<file path="config.mk">
export PLATFORM = sky130hd
export DESIGN_NAME = mem_loader
export DESIGN_NICKNAME = d
export VERILOG_FILES = /design/src/rtl/mem_loader_pkg.sv /design/src/rtl/mem_loader_byte_packer.sv /design/src/rtl/mem_loader.sv
export SDC_FILE = /design/constraint.sdc
export NUM_CORES = 1
export LEC_CHECK = 0
export CAP_MARGIN = 20
export CORE_ASPECT_RATIO = 1.75
export CORE_MARGIN = 5
export CORE_UTILIZATION = 45
export DETAILED_ROUTE_END_ITERATION = 16
export PLACE_DENSITY = 0.72
export SETUP_SLACK_MARGIN = 0.05
export SYNTH_ARGS = -nofsm -noshare
export SYNTH_HDL_FRONTEND = slang
export SYNTH_HIERARCHICAL = 1
export SYNTH_SLANG_ARGS = --single-unit
</file>
<file path="constraint.sdc">
create_clock -name clk -period 1.65 [get_ports clk]
set_input_delay 0.165 -clock clk [delete_from_list [all_inputs] [get_ports clk]]
set_output_delay 0.165 -clock clk [all_outputs]
set_load 0.01 [all_outputs]
</file>
<file path="src/rtl/mem_loader_pkg.sv">
// Shared types and constants for the boot/program loader that writes the
// instruction/data RAM through its dado/endereco/write port.
package mem_loader_pkg;

    localparam int ADDR_W_DEF = 10;
    localparam int DATA_W_DEF = 32;
    localparam int DEPTH_DEF  = 512;

    // Same encoding as the control unit's hlt opcode
    localparam logic [5:0] OP_HLT = 6'b010010;

    typedef enum logic [1:0] {
        IDLE,
        RECV,
        WRITE,
        FIN
    } state_e;

    function automatic logic is_hlt(input logic [31:0] word);
        return word[31:26] == OP_HLT;
    endfunction

endpackage

</file>
<file path="src/rtl/mem_loader_byte_packer.sv">
// Packs a byte stream MSB first into 32-bit words; word_valid_o flags the
// cycle in which the fourth byte of a word is being accepted.
module mem_loader_byte_packer
    import mem_loader_pkg::*;
(
    input  logic        clk_i,
    input  logic        rst_ni,
    input  logic        clear_i,
    input  logic        shift_i,
    input  logic [7:0]  byte_i,
    output logic [31:0] word_o,
    output logic        word_valid_o
);

    logic [23:0] shift_q;
    logic [23:0] shift_d;
    logic [1:0]  cnt_q;
    logic [1:0]  cnt_d;

    always_comb begin
        shift_d = shift_q;
        cnt_d   = cnt_q;
        if (clear_i) begin
            shift_d = '0;
            cnt_d   = '0;
        end else if (shift_i) begin
            shift_d = {shift_q[15:0], byte_i};
            cnt_d   = cnt_q + 2'd1;
        end
    end

    always_ff @(posedge clk_i or negedge rst_ni) begin
        if (!rst_ni) begin
            shift_q <= '0;
            cnt_q   <= '0;
        end else begin
            shift_q <= shift_d;
            cnt_q   <= cnt_d;
        end
    end

    // Only three bytes are stored; the fourth is taken straight from the input
    assign word_o       = {shift_q, byte_i};
    assign word_valid_o = shift_i && (cnt_q == 2'd3);

endmodule

</file>
<file path="src/rtl/mem_loader.sv">
// Program loader: receives bytes over valid/ready, packs them into words and
// writes them to consecutive RAM addresses while holding busy high.
module mem_loader
    import mem_loader_pkg::*;
#(
    parameter int ADDR_W      = ADDR_W_DEF,
    parameter int DATA_W      = DATA_W_DEF,
    parameter int DEPTH       = DEPTH_DEF,
    parameter bit STOP_ON_HLT = 1'b1
) (
    input  logic              clk,
    input  logic              rst_n,
    input  logic              start,
    input  logic [ADDR_W-1:0] base_addr,
    input  logic [ADDR_W:0]   word_count,
    input  logic [7:0]        byte_in,
    input  logic              byte_valid,
    output logic              byte_ready,
    output logic [DATA_W-1:0] dado,
    output logic [ADDR_W-1:0] endereco,
    output logic              write,
    output logic              busy,
    output logic              done,
    output logic              error
);

    localparam logic [ADDR_W:0] DEPTH_LIM = (ADDR_W+1)'(DEPTH);

    state_e            state_q, state_d;
    logic [ADDR_W-1:0] addr_q, addr_d;
    logic [ADDR_W:0]   remaining_q, remaining_d;
    logic [DATA_W-1:0] dado_q, dado_d;
    logic [ADDR_W-1:0] endereco_q, endereco_d;
    logic              write_q, write_d;
    logic              byteReady_q, byteReady_d;
    logic              busy_q, busy_d;
    logic              done_q, done_d;
    logic              error_q, error_d;

    logic              packClear;
    logic              byteFire;
    logic [31:0]       packWord;
    logic              packValid;
    logic [ADDR_W:0]   rangeSum;

    assign byteFire = byte_valid && byteReady_q;
    assign rangeSum = {1'b0, base_addr} + word_count;

    mem_loader_byte_packer u_packer (
        .clk_i        (clk),
        .rst_ni       (rst_n),
        .clear_i      (packClear),
        .shift_i      (byteFire),
        .byte_i       (byte_in),
        .word_o       (packWord),
        .word_valid_o (packValid)
    );

    // Outputs are computed one cycle ahead so every port comes from a flop
    always_comb begin
        state_d     = state_q;
        addr_d      = addr_q;
        remaining_d = remaining_q;
        dado_d      = dado_q;
        endereco_d  = endereco_q;
        write_d     = 1'b0;
        byteReady_d = 1'b0;
        busy_d      = busy_q;
        done_d      = 1'b0;
        error_d     = error_q;
        packClear   = 1'b0;

        case (state_q)
            IDLE: begin
                if (start) begin
                    addr_d      = base_addr;
                    remaining_d = word_count;
                    error_d     = 1'b0;
                    busy_d      = 1'b1;
                    packClear   = 1'b1;
                    if (word_count == '0) begin
                        state_d = FIN;
                        done_d  = 1'b1;
                    end else if (rangeSum > DEPTH_LIM) begin
                        error_d = 1'b1;
                        state_d = FIN;
                        done_d  = 1'b1;
                    end else begin
                        state_d     = RECV;
                        byteReady_d = 1'b1;
                    end
                end
            end
            RECV: begin
                byteReady_d = 1'b1;
                if (packValid) begin
                    state_d     = WRITE;
                    byteReady_d = 1'b0;
                    write_d     = 1'b1;
                    dado_d      = packWord;
                    endereco_d  = addr_q;
                end
            end
            WRITE: begin
                addr_d      = addr_q + ADDR_W'(1);
                remaining_d = remaining_q - (ADDR_W+1)'(1);
                if (remaining_q == (ADDR_W+1)'(1) || (STOP_ON_HLT && is_hlt(dado_q))) begin
                    state_d = FIN;
                    done_d  = 1'b1;
                end else begin
                    state_d     = RECV;
                    byteReady_d = 1'b1;
                end
            end
            FIN: begin
                busy_d  = 1'b0;
                state_d = IDLE;
            end
            default: state_d = IDLE;
        endcase
    end

    always_ff @(posedge clk or negedge rst_n) begin
        if (!rst_n) begin
            state_q     <= IDLE;
            addr_q      <= '0;
            remaining_q <= '0;
            dado_q      <= '0;
            endereco_q  <= '0;
            write_q     <= 1'b0;
            byteReady_q <= 1'b0;
            busy_q      <= 1'b0;
            done_q      <= 1'b0;
            error_q     <= 1'b0;
        end else begin
            state_q     <= state_d;
            addr_q      <= addr_d;
            remaining_q <= remaining_d;
            dado_q      <= dado_d;
            endereco_q  <= endereco_d;
            write_q     <= write_d;
            byteReady_q <= byteReady_d;
            busy_q      <= busy_d;
            done_q      <= done_d;
            error_q     <= error_d;
        end
    end

    assign byte_ready = byteReady_q;
    assign dado       = dado_q;
    assign endereco   = endereco_q;
    assign write      = write_q;
    assign busy       = busy_q;
    assign done       = done_q;
    assign error      = error_q;

endmodule

</file>
* After elaboration in Yosys (flattened, before gate mapping)
Index checks and enable logic that the tools add are counted.
** Storage, ports and cells
- Flip-flop bits (word level) :: 96
- Bits of input ports :: 33
- Output and inout bits :: 47
- Word-level logic and storage cells :: 70
** Cells by class
- Add/subtract/negate cells :: 4
- Magnitude comparators :: 1
- Equality and inequality tests :: 8
- Mux-type cells :: 32
- Reduce and logical (&&, ||, !) cells :: 13
** Operators by type and width (count)
- $mux W24 :: 2
- $pmux W11 S2 :: 1
- $pmux W10 S2 :: 1
- $mux W1 :: 15
- $mux W2 :: 7
- $add A10 B11 Y11 :: 1
- $eq A11 B1 Y1 const B :: 1
- $gt A11 B10 Y1 const B :: 1
- $logic_not A11 Y1 :: 1
- $mux W11 :: 1
- $sub A11 B1 Y11 const B :: 1
- $add A10 B1 Y10 const B :: 1
- $mux W10 :: 1
- $reduce_and A2 Y1 :: 5
- $pmux W2 S4 :: 1
- $eq A2 B2 Y1 const B :: 3
- $eq A6 B5 Y1 const B :: 1
- $reduce_bool A2 Y1 :: 3
- $ne A2 B2 Y1 const B :: 2
- $pmux W1 S2 :: 2
- $pmux W1 S3 :: 1
- $add A2 B1 Y2 const B :: 1
- $eq A2 B1 Y1 const B :: 1
- $logic_and A1 B1 Y1 :: 2
- other kinds (2) :: 2

* Longest topological paths before layout
Gate-level depths: netlist of run 1.
- Depth after elaboration :: 6
- Mapped depth :: 10
- Gate-level depth less buffers :: 10

* Modules after synthesis
Netlist of run 1, hierarchy kept.
** Modules (own cells, without submodules)
- mem_loader :: times used 1, cells each 410, area an instance 3585.9 um^2, sequential area each 1751.7 um^2
- mem_loader_byte_packer :: times used 1, cells each 94, area an instance 1153.6 um^2, sequential area each 650.6 um^2

* Least setup slack after synthesis of run 1
Ideal clock, no wire load.
- Path type :: input to register
- Start :: input base_addr[0]
- End :: register state_q[1]
- Library setup time :: 0.146 ns
- Arrival time :: 1.968 ns
- Required time :: 1.504 ns
- Setup slack :: -0.464 ns
- Cell stages on the path :: 10
- Buffers on the path :: 0
- Cells stage by stage :: ha_1 inv_1 fa_1 nor2b_1 o2111ai_1 and4b_1 o22ai_1 a41oi_2 nor3b_2 o211ai_1
** On the way
- Cells in the longest elaborated chain, start to end :: 6
** Ends and longest elaborated chain
- start, declared :: RTL line mem_loader.sv:14 : input logic [ADDR_W-1:0] base_addr,
- $add A10 B11 Y11 :: RTL line mem_loader.sv:47 : assign rangeSum = {1'b0, base_addr} + word_count;
- $gt A11 B10 Y1 :: RTL line mem_loader.sv:84 : end else if (rangeSum > DEPTH_LIM) begin
- $mux W2 :: RTL line mem_loader.sv:84
- $mux W2 :: RTL line mem_loader.sv:81 : if (word_count == '0) begin
- $mux W2 :: RTL line mem_loader.sv:75 : if (start) begin
- $pmux W2 S4 :: RTL line mem_loader.sv:73 : case (state_q)
- end signal, assigned :: RTL line mem_loader.sv:136 : state_q <= state_d;
- end, declared :: RTL line mem_loader.sv:29 : state_e state_q, state_d;
No other way between the ends. The select of a mux whose other input is x is not followed.
A chain may end at the register's enable or synchronous reset.

* Worst setup path in the final report of run 1
- Start :: input word_count[0]
- End :: register state_q[1]
** On the way
- Cells in the longest elaborated chain, start to end :: 6
- Elaborated cells between the ends (all ways) :: 7
- Those cells by class :: add/sub: 1; order compare: 1; mux: 4; reduce/logical: 1
** Ends and longest elaborated chain
- start, declared :: RTL line mem_loader.sv:15 : input logic [ADDR_W:0] word_count,
- $add A10 B11 Y11 :: RTL line mem_loader.sv:47
- $gt A11 B10 Y1 :: RTL line mem_loader.sv:84
- $mux W2 :: RTL line mem_loader.sv:84
- $mux W2 (*) :: RTL line mem_loader.sv:81
- $mux W2 (*) :: RTL line mem_loader.sv:75
- $pmux W2 S4 (*) :: RTL line mem_loader.sv:73
Every way passes the cells marked *; elsewhere a longest branch is shown, timed or not. The select of a mux whose other input is x is not followed.

==> results_dict.tcl, run 1 <==
set metrics [dict create \
    required_ps 1860 \
    hp-class "input port to register" \
    area_growth_pct 42.4 \
    cts_root_buf "clkbuf_16" \
    finalHoldViolCount 0 \
    finalSetupTns_ps -962 \
    drc 0 \
    crit_type "input port to register" \
    power.total_uw 10500 \
    final.fill_count 803 \
    die_width_um 87.6 \
    wl_per_cell_um 16.4 \
    cts_tree "built" \
    io_buffers 79 \
    rrSetupSlack_ps 10 \
    syn_nets 552 \
    cts_buffer_depth 2 \
    ys_ff_latch 96 \
    drtIter0Drc 140 \
    avgSynthCellArea_um2 9.40 \
    finalWeightedCongestion 0.889 \
    drtPass1Iterations 4 \
    slowest_delay_ps 390 \
    fin_ws_ps -280 \
    coreArea_um2 10300 \
    h-tree-depth 3 \
    numCtsBuffers 9 \
    grt_pass1_wl_um 21100 \
    violations "negative setup slack" \
    rsz0062_at_grt "yes" \
    clock-skew-final_ps 4.88 \
    path_cells "buf_8, ha_4, inv_2, fa_2, xnor2_1, a31oi_1, o211ai_1, a2111oi_4, a41oi_2, nor3b_2, o211ai_1" \
    tightest_slew_ps 481 \
    timing.final.max_slew_violations 0 \
    core.rowCount 49 \
    grt_antenna_before_repair 0 \
    viasPerCell 5.32 \
    totalWireLength_um 12800 \
    finalCriticalPeriod_ps 1930 \
    period_share_pct 117 \
    drive_gt1_share_pct 23.0 \
    maxCapViolations 0 \
    cp.arrival_ps 2140 \
    slowest_stage "fa_2" \
    setup_viol 4 \
    synth-seq-area-share_pct 50.7 \
    status "complete, but fails checks" \
    grtUsageTotal_pct 20.9 \
    worstSetupEndpointType "register" \
    start_kind "input port" \
    dp_hpwl_um 9430 \
    peakVddDrop_mv 0.946 \
    worstSkewPairLatency_ps 340 \
    postRouteAntennaNets 0 \
    grt_pass1_vias 4375 \
    cts.clk_slew.worst_paths_ps 70 \
    synth_area_um2 4740 \
    final-seq-area_um2 2400 \
    yosysUniqueCellTypes 59 \
    synthCells 504 \
    async_reset_ff_share_pct 100 \
    multi_input_area_um2 2370 \
    overflow 0 \
    stdcell_area_um2 6750 \
    finalNetCount 694 \
    power_density_nw_per_um2 1550 \
    synth_edf_count 0 \
    synth_flop_cell "dfrtp_1" \
    path_common_cell "o211ai_1" \
    yosys_warnings 6 \
    cts_sinks 96 \
    clock.fmax_mhz 518 \
    path_max_fanout 3 \
    io_pins 80 \
    grt_start_max_net_pins 45 \
    vias 4142 \
    holdWs_ps 67.6 \
    antenna_cells 0 \
    power_leakage_uw 0.00321 \
    die_h_um 146 \
    initial_core_util_pct 46.0 \
    die-area_um2 12800 \
    relSlewSlack_pct 68.0 \
    placed_area_um2 6140 \
]
[final cells by class]
type                            instances  area share (%)
Sequential cell                        96            35.6
Multi-Input combinational cell        367            35.1
Timing Repair Buffer                  159            21.7
Clock buffer                            9            3.34
Tap cell                              127            2.35
Clock inverter                          7            1.19
Inverter                               13           0.742
[worst paths after layout]
path,from,end,depth (start not counted)
min in group asynchronous,rst_n,dado[17],2
worst max-delay path,word_count[0],state_q[1],11
worst min-delay path,base_addr[0],addr_q[0],2
worst max register to register,addr_q[1],addr_q[9],7
worst min register to register,u_packer/shift_q[23],dado[31],2
max in group asynchronous,rst_n,dado[5],3
[per-stage QoR]
step | utilization [%] | std cells | setup slack (ps)
floorplan | - | 504 | -323
global placement | 59.6 | 752 | -1080
detailed placement | 59.6 | 752 | -1140
CTS | 64.6 | 772 | -244
global route | 65.5 | 778 | -374
finish | 65.5 | 778 | -280
[what timing repair did]
action | CTS | global route
hold endpoints to repair | 32 | 0
setup buffers | 3 | 6
gates resized for setup | 62 | 17
pin swaps | 22 | 10
endpoints found under the setup margin | 6 | 19
hold buffers | 1 | 0
[worst max-delay path, delay by kind of cell]
| family | cells | cell delay (ps) |
|---|---|---|
| AOI/OAI and AO/OA | 5 | 950 |
| xor gates and xnor gates | 1 | 140 |
| adders and majority gates | 2 | 520 |
| buffers and inverters | 2 | 120 |
| and+or+nand+nor | 1 | 260 |
[cells in the final DEF, fill, tap and decap left out, types with 5 or more instances in the layout]
cell | Yosys | routed
a221o_1 | 6 | 6
ha_4 | 0 | 8
dfrtp_1 | 96 | 96
inv_1 | 12 | 10
and3_4 | 0 | 5
clkdlybuf4s50_1 | 0 | 64
nor2_1 | 43 | 40
o211ai_1 | 8 | 8
dlygate4sd2_1 | 0 | 9
clkbuf_16 | 0 | 9
a21oi_1 | 12 | 8
nand2_1 | 150 | 150
nand3_1 | 10 | 10
o21ai_1 | 1 | 5
mux2i_1 | 25 | 25
buf_12 | 2 | 6
o21ai_0 | 18 | 14
buf_4 | 8 | 73
ha_1 | 14 | 6
[report_power, final]
group | internal, uW | switching, uW
combinational | 2250 | 1960
clock | 1190 | 918
sequential | 3370 | 793
[registers in the layout, indices dropped and copies added (netlist names)]
name              flops
endereco             10
byte_ready            1
u_packer/cnt_q        2
addr_q               10
error                 1
write                 1
remaining_q          11
done                  1
u_packer/shift_q     24
busy                  1
state_q               2
dado                 32
[kinds of logic (layout without fill, tap and decap cells)]
| kind of cell | count (synthesis) | after routing | share of synthesized area [%] |
|---|---|---|---|
| buf+inv | 41 | 188 | 4.78 |
| xor+xnor | 6 | 6 | 1.11 |
| simple gates | 246 | 246 | 22.5 |
| mux | 25 | 25 | 5.28 |
| compound gates | 75 | 75 | 11.5 |
| flops | 96 | 96 | 50.7 |
| fa+ha+maj | 15 | 15 | 4.12 |
[routing by layer]
layer  vias up  global-route usage [%]  share of wire [%]
li1       1996                       -                  -
met1      1972                    23.2                 36
met2       133                    37.3                 55
met3        41                    3.23                4.6
met4         0                    10.6                3.9
met5         -                       0                  0
[synthesized netlist by cell type, types with 3 or more instances]
| cell type | count | area [um2] |
|---|---|---|
| nand2_1 | 150 | 563 |
| o211ai_1 | 8 | 60.1 |
| nand3_1 | 10 | 50.1 |
| a21oi_1 | 12 | 60.1 |
| a221o_1 | 6 | 60.1 |
| nor2b_1 | 7 | 43.8 |
| o2111ai_1 | 3 | 26.3 |
| a311oi_1 | 4 | 35.0 |
| o21ai_0 | 18 | 90.1 |
| and2_1 | 4 | 25.0 |
| mux2i_1 | 25 | 250 |
| nor3_1 | 4 | 20.0 |
| xor2_1 | 4 | 35.0 |
| ha_1 | 14 | 175 |
| dfrtp_1 | 96 | 2400 |
| nor3b_1 | 3 | 22.5 |
| buf_4 | 8 | 60.1 |
| nor4_1 | 3 | 18.8 |
| nor2_1 | 43 | 161 |
| a31oi_1 | 4 | 25.0 |
| clkbuf_1 | 15 | 56.3 |
| and3_1 | 6 | 37.5 |
| inv_1 | 12 | 45.0 |
No activity file was read; power rests on OpenSTA's default activity.
==> inputs of run 2 (changes only) <==
--- a/config.mk
+++ b/config.mk
@@ -8,9 +8,9 @@
 export CAP_MARGIN = 20
 export CORE_ASPECT_RATIO = 1.75
 export CORE_MARGIN = 5
-export CORE_UTILIZATION = 45
+export CORE_UTILIZATION = 48
 export DETAILED_ROUTE_END_ITERATION = 16
-export PLACE_DENSITY = 0.72
+export PLACE_DENSITY = 0.74
 export SETUP_SLACK_MARGIN = 0.05
 export SYNTH_ARGS = -nofsm -noshare
 export SYNTH_HDL_FRONTEND = slang
==> run 2 against run 1 <==
The run still ends with negative setup slack left. Clock power is essentially flat. Largest power group unchanged. Setup slack better by 36 ps. Largest cell class unchanged. Register-to-register slack worse by 30 ps. Combinational power is essentially flat. Sequential cell count stayed put. Critical path depth unchanged. Final cell count down 1.0%. Critical path type unchanged. Hold slack worse by 9.6 ps. Die area down 5.7%. First-iteration DRC count is 65% higher. Sequential share of layout area up 0.38 points.
==> results_dict.tcl, run 2 (synthesis gave the netlist of run 1 again) <==
set metrics [dict create \
    r2r-start "remaining_q[4]" \
    crit_path_start "word_count[0]" \
    worstSetupEndpointType "register" \
    dp_hpwl_um 9330 \
    cp_top_family "compound AO/OA/AOI/OAI gates" \
    cp_num_cells 11 \
    finalNetCount 688 \
    period_share_pct 115 \
    power_leakage_uw 0.00317 \
    reg2reg_to "byte_ready" \
    finalCriticalPeriod_ps 1890 \
    crit_buf_inv 2 \
    die_width_um 85.1 \
    coreArea_um2 9790 \
    slowest_stage "fa_2" \
    place_worst_setup_slack_ps -1240 \
    finalWeightedCongestion 0.911 \
    h-tree-depth 3 \
    violations "negative setup slack" \
    cts.clk_slew.worst_paths_ps 70 \
    status "complete, but fails checks" \
    die_h_um 141 \
    p_sw_share_pct 35.3 \
    rrSetupSlack_ps -20 \
    timing.final.max_slew_violations 0 \
    slowest_delay_ps 370 \
    combPwrFrac_pct 40.3 \
    maxCapViolations 0 \
    peakVddDrop_mv 0.715 \
    numCtsBuffers 9 \
    rsz0062_at_grt "yes" \
    endpoint "byte_ready" \
    vias 4225 \
    drtPass1Iterations 4 \
    seq_power_share_pct 39.9 \
    utilization_pct 68.2 \
    tightest_slew_ps 345 \
    fin_ws_ps -244 \
    viasPerCell 5.49 \
    relSlewSlack_pct 76.9 \
    overflow 0 \
    setup_viol 5 \
    final_cells 770 \
    grt_pass1_vias 4328 \
    start_kind "input port" \
    hp-start "base_addr[0]" \
    wl_per_cell_um 16.7 \
    crit_type "input port to register" \
    place_inst 742 \
    holdWs_ps 57.9 \
    grt_start_max_net_pins 47 \
    totalWireLength_um 12900 \
    cts_tree "built" \
    largest_reg_flops 32 \
    hp-class "input port to register" \
    postRouteAntennaNets 0 \
    finalHoldViolCount 0 \
    intPower_uw 6800 \
    area_growth_pct 40.9 \
    io_pins 80 \
    required_ps 1880 \
    io_buffers 79 \
    reg2regPathDepth 7 \
    clkPwrFrac_pct 19.8 \
    drtIter0Drc 231 \
    initial_core_util_pct 48.4 \
    antenna_cells 0 \
    final_common_cell "nand2_1" \
    path_max_fanout 4 \
    clock-skew-final_ps 8.07 \
    grt_pass1_wl_um 20800 \
    switching_power_uw 3720 \
    power_density_nw_per_um2 1580 \
    power.total_uw 10500 \
    drc 0 \
    cp.arrival_ps 2120 \
    cts_buffer_depth 2 \
    core.rowCount 48 \
    path_cells "buf_8, ha_4, inv_2, fa_2, nor2b_4, o2111ai_4, a31oi_1, o22ai_2, a41oi_2, nor3b_2, a211o_1" \
    cts_sinks 96 \
    mostFrequentLayoutCells "nand2_1 (150), dfrtp_1 (96), buf_4 (66), clkdlybuf4s50_1 (64), nor2_1 (43)" \
    clock.fmax_mhz 528 \
    grt_antenna_before_repair 0 \
    grtUsageTotal_pct 21.7 \
    worstSkewPairLatency_ps 340 \
    die-area_um2 12000 \
    drive_gt1_share_pct 22.0 \
    cts_root_buf "clkbuf_16" \
]
## run 2: what timing repair did
| item | CTS | global route |
|---|---|---|
| gates cloned | 0 | 0 |
| hold buffers | 1 | 0 |
| pin swaps | 15 | 13 |
| gates resized for setup | 55 | 26 |
| buffers inserted | 8 | 3 |
| endpoints found under the hold margin | 16 | 0 |
| endpoints found under the setup margin | 7 | 9 |
## run 2: metrics by stage
step | cell area [um2] | TNS, ps
2_1_floorplan | 4810 | -4200
3_3_place_gp | 6060 | -4300
3_5_place_dp | 6060 | -4820
4_1_cts | 6550 | -1350
5_1_grt | 6680 | -1340
6_report | 6680 | -870
## run 2: layer usage
| layer | vias up | track usage [%] | share of wire (%) |
|---|---|---|---|
| li1 | 1999 | - | - |
| met1 | 2073 | 22.5 | 36 |
| met2 | 124 | 42.5 | 57 |
| met3 | 29 | 3.08 | 4.2 |
| met4 | 0 | 8.59 | 3.1 |
| met5 | - | 0 | 0 |
## run 2: how the worst min path moves through the flow
stage / end / cells after the start
finish: addr_q[0] / 2
global route: addr_q[0] / 2
CTS: addr_q[0] / 2
detailed placement: dado[22] / 1
global placement: dado[22] / 1
floorplan: addr_q[0] / 0
## run 2: final cells by class
type	instances	area, um2
Sequential cell	96	2400
Inverter	13	50.0
Tap cell	125	156
Multi-Input combinational cell	367	2370
Clock inverter	6	68.8
Clock buffer	10	229
Timing Repair Buffer	153	1400
Fill cell	760	3110
## run 2: power by group through the flow
stage	combinational, uW	sequential, uW	clock, uW
floorplan	1890	4200	0
global placement	3790	4130	0
detailed placement	3920	4180	0
CTS	4070	4150	2110
global route	4620	4330	2180
finish	4240	4200	2090
## run 2: worst register-to-register path, delay by kind of cell (launching register included)
kind | cells | cell delay [ps]
compound gates | 1 | 270
flops | 1 | 410
simple gates | 6 | 880
